### config.mk
export PLATFORM = sky130hd
export DESIGN_NAME = mtm_alu_deserializer
export DESIGN_NICKNAME = d
export VERILOG_FILES = /design/src/rtl/mtm_alu_deserializer.sv
export SDC_FILE = /design/constraint.sdc
export NUM_CORES = 1
export LEC_CHECK = 0
export CORE_ASPECT_RATIO = 1.5
export CORE_MARGIN = 8
export CORE_UTILIZATION = 45
export DETAILED_ROUTE_END_ITERATION = 6
export PLACE_DENSITY_LB_ADDON = 0.2
export SETUP_SLACK_MARGIN = 0.02
export SYNTH_ARGS = -nofsm -noshare
export SYNTH_HDL_FRONTEND = slang
export SYNTH_SLANG_ARGS = --single-unit
### constraint.sdc
create_clock -name clk -period 7.62 [get_ports clk]
set_input_delay 0.762 -clock clk [delete_from_list [all_inputs] [get_ports clk]]
set_output_delay 0.762 -clock clk [all_outputs]
set_load 0.005 [all_outputs]
### src/rtl/mtm_alu_deserializer.sv
// ---------------------------------------------------------------------------
// mtm_alu_deserializer
//
// Receives the serial ALU command stream and rebuilds operand packets.
// A frame is 11 bits, MSB first: start(0), type (0 = DATA, 1 = CMD),
// payload[7:0], stop(1). A packet is eight DATA frames carrying
// B[31:24] .. B[7:0], A[31:24] .. A[7:0], followed by one CMD frame
// carrying {0, OP[2:0], CRC[3:0]}. The CRC is CRC-4 (x^4 + x + 1, init 0)
// over {B, A, 1'b1, OP}.
//
// Ports
//   clk        in   1   system clock, rising edge
//   rst_n      in   1   asynchronous active-low reset
//   sin        in   1   serial input, idles high
//   A          out 32   operand A of the last error-free packet
//   B          out 32   operand B of the last error-free packet
//   op         out  3   operation of the last error-free packet
//   err_flags  out  3   {err_data, err_crc, err_op}, held until next strobe
//   out_valid  out  1   one-cycle strobe marking a packet result
//
// Build option
//   MTM_ALU_SIN_SYNC_EN  when defined, sin goes through a 2-flop synchronizer
//                        (reset to 1), adding two cycles of latency.
//
// State table
//   state  | meaning
//   IDLE   | waiting for a start bit (sin == 0)
//   RECV   | sampling type, payload[7:0] and stop; leaves on the stop edge
// ---------------------------------------------------------------------------
module mtm_alu_deserializer (
    input  logic        clk,
    input  logic        rst_n,
    input  logic        sin,
    output logic [31:0] A,
    output logic [31:0] B,
    output logic [2:0]  op,
    output logic [2:0]  err_flags,
    output logic        out_valid
);

    typedef enum logic {
        S_IDLE = 1'b0,
        S_RECV = 1'b1
    } state_t;

    localparam logic [3:0] STOP_IDX   = 4'd9;
    localparam logic [3:0] DATA_BYTES = 4'd8;

    localparam logic [2:0] ERR_NONE = 3'b000;
    localparam logic [2:0] ERR_DATA = 3'b100;
    localparam logic [2:0] ERR_CRC  = 3'b010;
    localparam logic [2:0] ERR_OP   = 3'b001;

    state_t      state_q,    state_d;
    logic [3:0]  bit_cnt_q,  bit_cnt_d;
    logic [8:0]  frame_q,    frame_d;
    logic [3:0]  data_cnt_q, data_cnt_d;
    logic [63:0] data_q,     data_d;
    logic [31:0] a_q,        a_d;
    logic [31:0] b_q,        b_d;
    logic [2:0]  op_q,       op_d;
    logic [2:0]  err_q,      err_d;
    logic        valid_q,    valid_d;

    logic        sin_s;
    logic        stop_edge;
    logic        frame_is_cmd;
    logic [2:0]  rx_op;
    logic [3:0]  rx_crc;
    logic [3:0]  exp_crc;
    logic        op_ok;

    // -----------------------------------------------------------------------
    // Serial input conditioning
    // -----------------------------------------------------------------------
`ifdef MTM_ALU_SIN_SYNC_EN
    logic [1:0] sync_q;

    // Reset to 1 so the synchronizer never fabricates a start bit.
    always_ff @(posedge clk or negedge rst_n) begin
        if (!rst_n) begin
            sync_q <= 2'b11;
        end else begin
            sync_q <= {sync_q[0], sin};
        end
    end

    assign sin_s = sync_q[1];
`else
    assign sin_s = sin;
`endif

    // -----------------------------------------------------------------------
    // CRC-4, polynomial x^4 + x + 1, initial value 0, MSB first
    // -----------------------------------------------------------------------
    function automatic logic [3:0] crc4(input logic [67:0] din);
        logic [3:0] c;
        logic       fb;
        c = 4'h0;
        for (int i = 67; i >= 0; i--) begin
            fb = c[3] ^ din[i];
            c  = {c[2:0], 1'b0} ^ {2'b00, fb, fb};
        end
        return c;
    endfunction

    // frame_q holds {type, payload[7:0]} once the stop bit is being sampled.
    assign stop_edge    = (state_q == S_RECV) && (bit_cnt_q == STOP_IDX);
    assign frame_is_cmd = frame_q[8];
    assign rx_op        = frame_q[6:4];
    assign rx_crc       = frame_q[3:0];
    assign exp_crc      = crc4({data_q, 1'b1, rx_op});
    assign op_ok        = (rx_op == 3'b000) || (rx_op == 3'b001) ||
                          (rx_op == 3'b100) || (rx_op == 3'b101);

    // -----------------------------------------------------------------------
    // FSM: state register
    // -----------------------------------------------------------------------
    always_ff @(posedge clk or negedge rst_n) begin
        if (!rst_n) begin
            state_q <= S_IDLE;
        end else begin
            state_q <= state_d;
        end
    end

    // -----------------------------------------------------------------------
    // FSM: next state
    // -----------------------------------------------------------------------
    always_comb begin
        state_d = state_q;
        if (state_q == S_IDLE) begin
            if (!sin_s) begin
                state_d = S_RECV;
            end
        end else if (stop_edge) begin
            // Back to IDLE on the stop edge so the very next edge can be a start bit.
            state_d = S_IDLE;
        end
    end

    // -----------------------------------------------------------------------
    // FSM: outputs and datapath next values
    // -----------------------------------------------------------------------
    always_comb begin
        bit_cnt_d  = bit_cnt_q;
        frame_d    = frame_q;
        data_cnt_d = data_cnt_q;
        data_d     = data_q;
        a_d        = a_q;
        b_d        = b_q;
        op_d       = op_q;
        err_d      = err_q;
        valid_d    = 1'b0;

        if (state_q == S_IDLE) begin
            bit_cnt_d = 4'd0;
        end else if (!stop_edge) begin
            bit_cnt_d = bit_cnt_q + 4'd1;
            frame_d   = {frame_q[7:0], sin_s};
        end else begin
            bit_cnt_d = 4'd0;
            if (!sin_s) begin
                // Framing error: drop the whole packet.
                valid_d    = 1'b1;
                err_d      = ERR_DATA;
                data_cnt_d = 4'd0;
            end else if (!frame_is_cmd) begin
                if (data_cnt_q == DATA_BYTES) begin
                    // Ninth DATA frame without a CMD.
                    valid_d    = 1'b1;
                    err_d      = ERR_DATA;
                    data_cnt_d = 4'd0;
                end else begin
                    data_d     = {data_q[55:0], frame_q[7:0]};
                    data_cnt_d = data_cnt_q + 4'd1;
                end
            end else begin
                valid_d    = 1'b1;
                data_cnt_d = 4'd0;
                if (data_cnt_q != DATA_BYTES) begin
                    err_d = ERR_DATA;
                end else if (rx_crc != exp_crc) begin
                    err_d = ERR_CRC;
                end else if (!op_ok) begin
                    err_d = ERR_OP;
                end else begin
                    err_d = ERR_NONE;
                    b_d   = data_q[63:32];
                    a_d   = data_q[31:0];
                    op_d  = rx_op;
                end
            end
        end
    end

    // -----------------------------------------------------------------------
    // Datapath registers
    // -----------------------------------------------------------------------
    always_ff @(posedge clk or negedge rst_n) begin
        if (!rst_n) begin
            bit_cnt_q  <= 4'd0;
            frame_q    <= 9'd0;
            data_cnt_q <= 4'd0;
            data_q     <= 64'd0;
            a_q        <= 32'd0;
            b_q        <= 32'd0;
            op_q       <= 3'd0;
            err_q      <= 3'd0;
            valid_q    <= 1'b0;
        end else begin
            bit_cnt_q  <= bit_cnt_d;
            frame_q    <= frame_d;
            data_cnt_q <= data_cnt_d;
            data_q     <= data_d;
            a_q        <= a_d;
            b_q        <= b_d;
            op_q       <= op_d;
            err_q      <= err_d;
            valid_q    <= valid_d;
        end
    end

    assign A         = a_q;
    assign B         = b_q;
    assign op        = op_q;
    assign err_flags = err_q;
    assign out_valid = valid_q;

endmodule

Word-level counts from Yosys, hierarchy flattened --
Cells that the tools add are included.
Storage, ports and cells: word-level logic and storage cells 187, output and inout bits 71, register bits 153, input port bits 3
Operators by class: $add $sub $neg 2, reductions and logical operators 10, equal/unequal tests 8, bitwise logic cells 138, multiplexer cells 19
Operator list (number):
- $xor A4 B2 Y4 | 66
- $xor A1 B1 Y1 | 64
- $mux W4 | 5
- $mux W3 | 4
- $mux W1 | 9
- $add A4 B1 Y4 const B | 2
- $eq A4 B4 Y1 const B | 2
- $reduce_and A7 Y1 | 1
- $eq A3 B3 Y1 const B | 2
- $not A1 Y1 | 6
- $reduce_and A5 Y1 | 1
- $ne A4 B4 Y1 | 1
- $ne A4 B4 Y1 const B | 1
- $reduce_and A2 Y1 | 2
- $eq A3 B1 Y1 const B | 1
- $logic_not A3 Y1 | 1
- $logic_or A1 B1 Y1 | 3
- $ne A3 B1 Y1 const B | 1
- $reduce_and A3 Y1 | 1
- $xor A3 B2 Y3 | 1
- $mux W2 | 1
- $logic_and A1 B1 Y1 | 1
- $xor A1 B1 Y1 const A | 1

Logic depth before layout (Yosys ltp) --
depth after elaboration 137, gate-level depth with buffers 13, gate-level depth less buffers 10

Worst setup path after synthesis --
Ideal clock, no wire load.
kind flip-flop to flip-flop, start register data_q[60], end register a_q[10], in the netlist A[10], data arrival time 3.989 ns, stages on the path, launching flop included 13, data required time 7.495 ns, clock period less this slack 4.114 ns, slack 3.506 ns, path buffers 2, library setup time 0.125 ns, cells stage by stage dfrtp_1 -> xnor3_1 -> xnor3_2 -> xor2_2 -> xnor2_1 -> xnor3_1 -> xnor3_1 -> or3_1 -> a211oi_2 -> o2111ai_1 -> buf_2 -> buf_6 -> mux2_4
On the way: word-level cells in the longest chain between the ends 90, elaborated cells on any way between the ends 130, those cells by class eq/ne: 1; bitwise: 128; reduce/logical: 1
RTL lines:
- from (decl) | line 58 | logic [63:0] data_q, data_d;
- from (signal assigned) | line 215 | data_q <= data_d;
- $xor A1 B1 Y1 * | line 101 | fb = c[3] ^ din[i];
- $xor A4 B2 Y4 * (3 in series) | line 102 | c = {c[2:0], 1'b0} ^ {2'b00, fb, fb};
- $xor A1 B1 Y1 or $xor A4 B2 Y4 (tied branches) | line 101, 102
- $xor A4 B2 Y4 * (3 in series) | line 102
- $xor A1 B1 Y1 or $xor A4 B2 Y4 (tied branches) | line 101, 102
- $xor A4 B2 Y4 * (3 in series) | line 102
- $xor A1 B1 Y1 or $xor A4 B2 Y4 (tied branches) | line 101, 102
- $xor A4 B2 Y4 * (3 in series) | line 102
- (+61 left out)
- $xor A4 B2 Y4 * (3 in series) | line 102
- $xor A1 B1 Y1 or $xor A4 B2 Y4 (tied branches) | line 101, 102
- $xor A4 B2 Y4 * (4 in series) | line 102
- $xor A1 B1 Y1 or $xor A4 B2 Y4 (tied branches) | line 101, 102
- $xor A4 B2 Y4 * | line 102
- $ne A4 B4 Y1 * | line 183 | end else if (rx_crc != exp_crc) begin
- $not A1 Y1 (no line) *
- $reduce_and A7 Y1 (no line) *
- to (signal assigned) | line 206 | a_q <= 32'd0;
- to (signal assigned) | line 216 | a_q <= a_d;
- to (decl) | line 59 | logic [31:0] a_q, a_d;
Every way passes the cells marked *; elsewhere a longest branch is shown, timed or not. A chain may end at the register's enable or synchronous reset.

Worst setup path in the final report --
start register data_q[60], end register a_q[27], in the netlist A[27]
Same word-level chain as after synthesis.

==> results.cfg <==
[placement]
numPortBuffers = 73
gp_congestion = 0.748
dpl.hpwl_mm = 10.0
dp_cells = 739
pre_cts_slack_ps = 3180
place_area_um2 = 8150

[critical_path]
crit_path_cell_trace = xnor3_1 > xnor3_2 > xor2_2 > xnor2_1 > xnor3_1 > xnor3_1 > or3_1 > a211oi_2 > o2111ai_4 > buf_4 > mux2_4
worstPathMaxFanout = 36
rrSetupSlack_ps = 3160
worstPathArrival_ps = 4760
regToRegEndpoint = A[27]$_DFFE_PN0P_
crit_type = reg2reg
crit_required_ps = 7920
timing.rr.start = data_q[60]$_DFFE_PN0P_
worstSetupStartpointType = register
cp_common_cell = xnor3_1
slowest_delay_ps = 510
cp-end-kind = register
crit_slowest_cell = xnor3_1
reg2reg_depth = 11

[cts]
cts_sinks = 153
hold_buffers = 0
post_cts_buffers = 0
clk_pin_slew_ps = 60
h-tree-depth = 4
clock_latency_ps = 420
postCtsResizedCells = 0
root_buffer = clkbuf_16
cts_buffers = 17
cts.path.max_buffers = 2
cts_tree = yes

[logic_synthesis]
synth_area_per_cell_um2 = 15.1
netlist_instances = 477
synthAdderAreaFrac_pct = 0.694
synth_enable_flop_cells = 0
syn_area_um2 = 7210
synth_largest_area_cell = dfrtp_1
synth_compound_area_share_pct = 1.42
yosysSeqAreaShare_pct = 53.1
synthesis.nets = 484
synthSimpleGateAreaFrac_pct = 2.19
synthMuxAreaShare_pct = 22.9
yosysWarnings = 0
synth_xor_area_share_pct = 18.0
synth_ff_type = dfrtp_1
synth_seq_cells = 153
synth_top_area_share_pct = 53.1
synth.area.top_cells = dfrtp_1 (53%), mux2_2 (17%), xnor2_1 (7.8%)
synth_top_family_by_area = multiplexers
synth_cell_types = 35
postSynth.asyncResetShare_pct = 100

[timing]
worst_pin_slew_ps = 1080
max_freq_mhz = 224
period_needed_ps = 4460
finalHoldViolCount = 0
holdWs_ps = 383
final.setup.tns_ps = 0
setup_viol = 0
maxSlewHeadroom_pct = 27.6
clock_skew_ps = 13.7
fin_ws_ps = 3160
finalCritPeriodShare_pct = 58.6
rsz0062_at_grt = no
slew_viol_final = 0

[floorplanning]
coreArea_um2 = 15700
start_util_pct = 45.9
rows = 56
io_pins = 74
die_area_um2 = 20400
die_h_um = 171
die_w_um = 119

[global_route]
grt_max_degree = 84
grt_pass1_vias = 4356
grt_usage_pct = 15.0
gr-total-overflow = 0
antenna_found_initial = 0
grt_first_pass_wirelength_mm = 23.7

[cells_and_area]
fin_nets = 562
final_common_cell = dfrtp_1
fin_util_pct = 56.0
syn2layout_area_growth_pct = 22.0
finalInstanceArea_um2 = 8790
final_cells = 771
layout_common_cells = dfrtp_1 (153), mux2_2 (108), clkdlybuf4s50_1 (72)
antenna_cells = 0
drive_gt1_share_pct = 31.9

[detailed_routing]
wl_per_cell_um = 18.6
ant_nets = 0
via_count = 3901
dr.pass1.iters = 4
post_drt_via_cell_ratio = 5.06
drcViolationCount = 0
drt_iter0_drc = 109
wl_mm = 14.4

[min_path]
hp-class = in2async

[outcome]
status = complete, no violations

[power_and_ir_drop]
total_power_mw = 2.92
leakage_nw = 4.31
peakVddDrop_mv = 0.253
power_density_nw_per_um2 = 332

[run]
drv_cap = 0
[Yosys cell counts, drive strengths merged, types with 2 or more instances]
library cell	count
dfrtp	153
mux2	137
xnor2	67
xnor3	21
xor2	21
buf	10
o21ai	10
nand2	9
nor2	9
clkbuf	8
inv	6
ha	4
nand3	4
nand2b	2
nor3	2
or3	2
[metal layers]
layer	track usage, %	vias up	share of wire [%]
met4	6.00	0	1.6
met3	4.16	13	4.2
met1	16.5	2018	40
met5	0	-	0
li1	-	1800	-
met2	26.8	70	54
[layout make-up]
type / instances / area (um2)
fill: 1302 / 6910
clock inverter: 12 / 198
multi-input combinational: 300 / 3280
tap: 203 / 254
clock buffer: 20 / 447
timing repair buffer: 77 / 762
sequential: 153 / 3830
inverter: 6 / 22.5
[power breakdown]
group / internal, mW / switching (mW) / leakage, nW / total (mW)
clock network: 0.589 / 0.327 / 0.310 / 0.915
logic: 0.528 / 0.464 / 1.92 / 0.992
registers: 0.899 / 0.111 / 2.09 / 1.01
total: 2.02 / 0.901 / 4.31 / 2.92
[worst max-delay path, delay by kind of cell (launching register included)]
family	cells	cell delay (ps)
compound gates	2	470
simple gates	1	400
flops	1	390
buf+inv	1	340
xor+xnor	6	2340
mux	1	370
[worst max path at each step]
stage / startpoint / endpoint / cells after the start
after floorplan: data_q[60]$_DFFE_PN0P_ / A[10]$_DFFE_PN0P_ / 12
after CTS: data_q[60]$_DFFE_PN0P_ / A[20]$_DFFE_PN0P_ / 11
after detailed placement: data_q[60]$_DFFE_PN0P_ / A[13]$_DFFE_PN0P_ / 11
final: data_q[60]$_DFFE_PN0P_ / A[27]$_DFFE_PN0P_ / 11
after global routing: data_q[60]$_DFFE_PN0P_ / A[29]$_DFFE_PN0P_ / 11
after global placement: data_q[62]$_DFFE_PN0P_ / A[18]$_DFFE_PN0P_ / 11
[cell families (layout without fill, tap and decap cells)]
logic type	Yosys count	count (layout)
XOR/XNOR	110	110
buffers and inverters	24	115
AO/OA/AOI/OAI	16	16
AND/OR/NAND/NOR	33	33
adder cells (fa/ha/maj)	4	4
multiplexers	137	137
flip-flops	153	153
[registers in the layout, indices dropped and copies added (netlist names)]
name        count
data_q         64
A              32
data_cnt_q      4
state_q         1
op              3
frame_q         9
err_flags       3
B              32
bit_cnt_q       4
out_valid       1
Power figures use the tool's default switching activity.
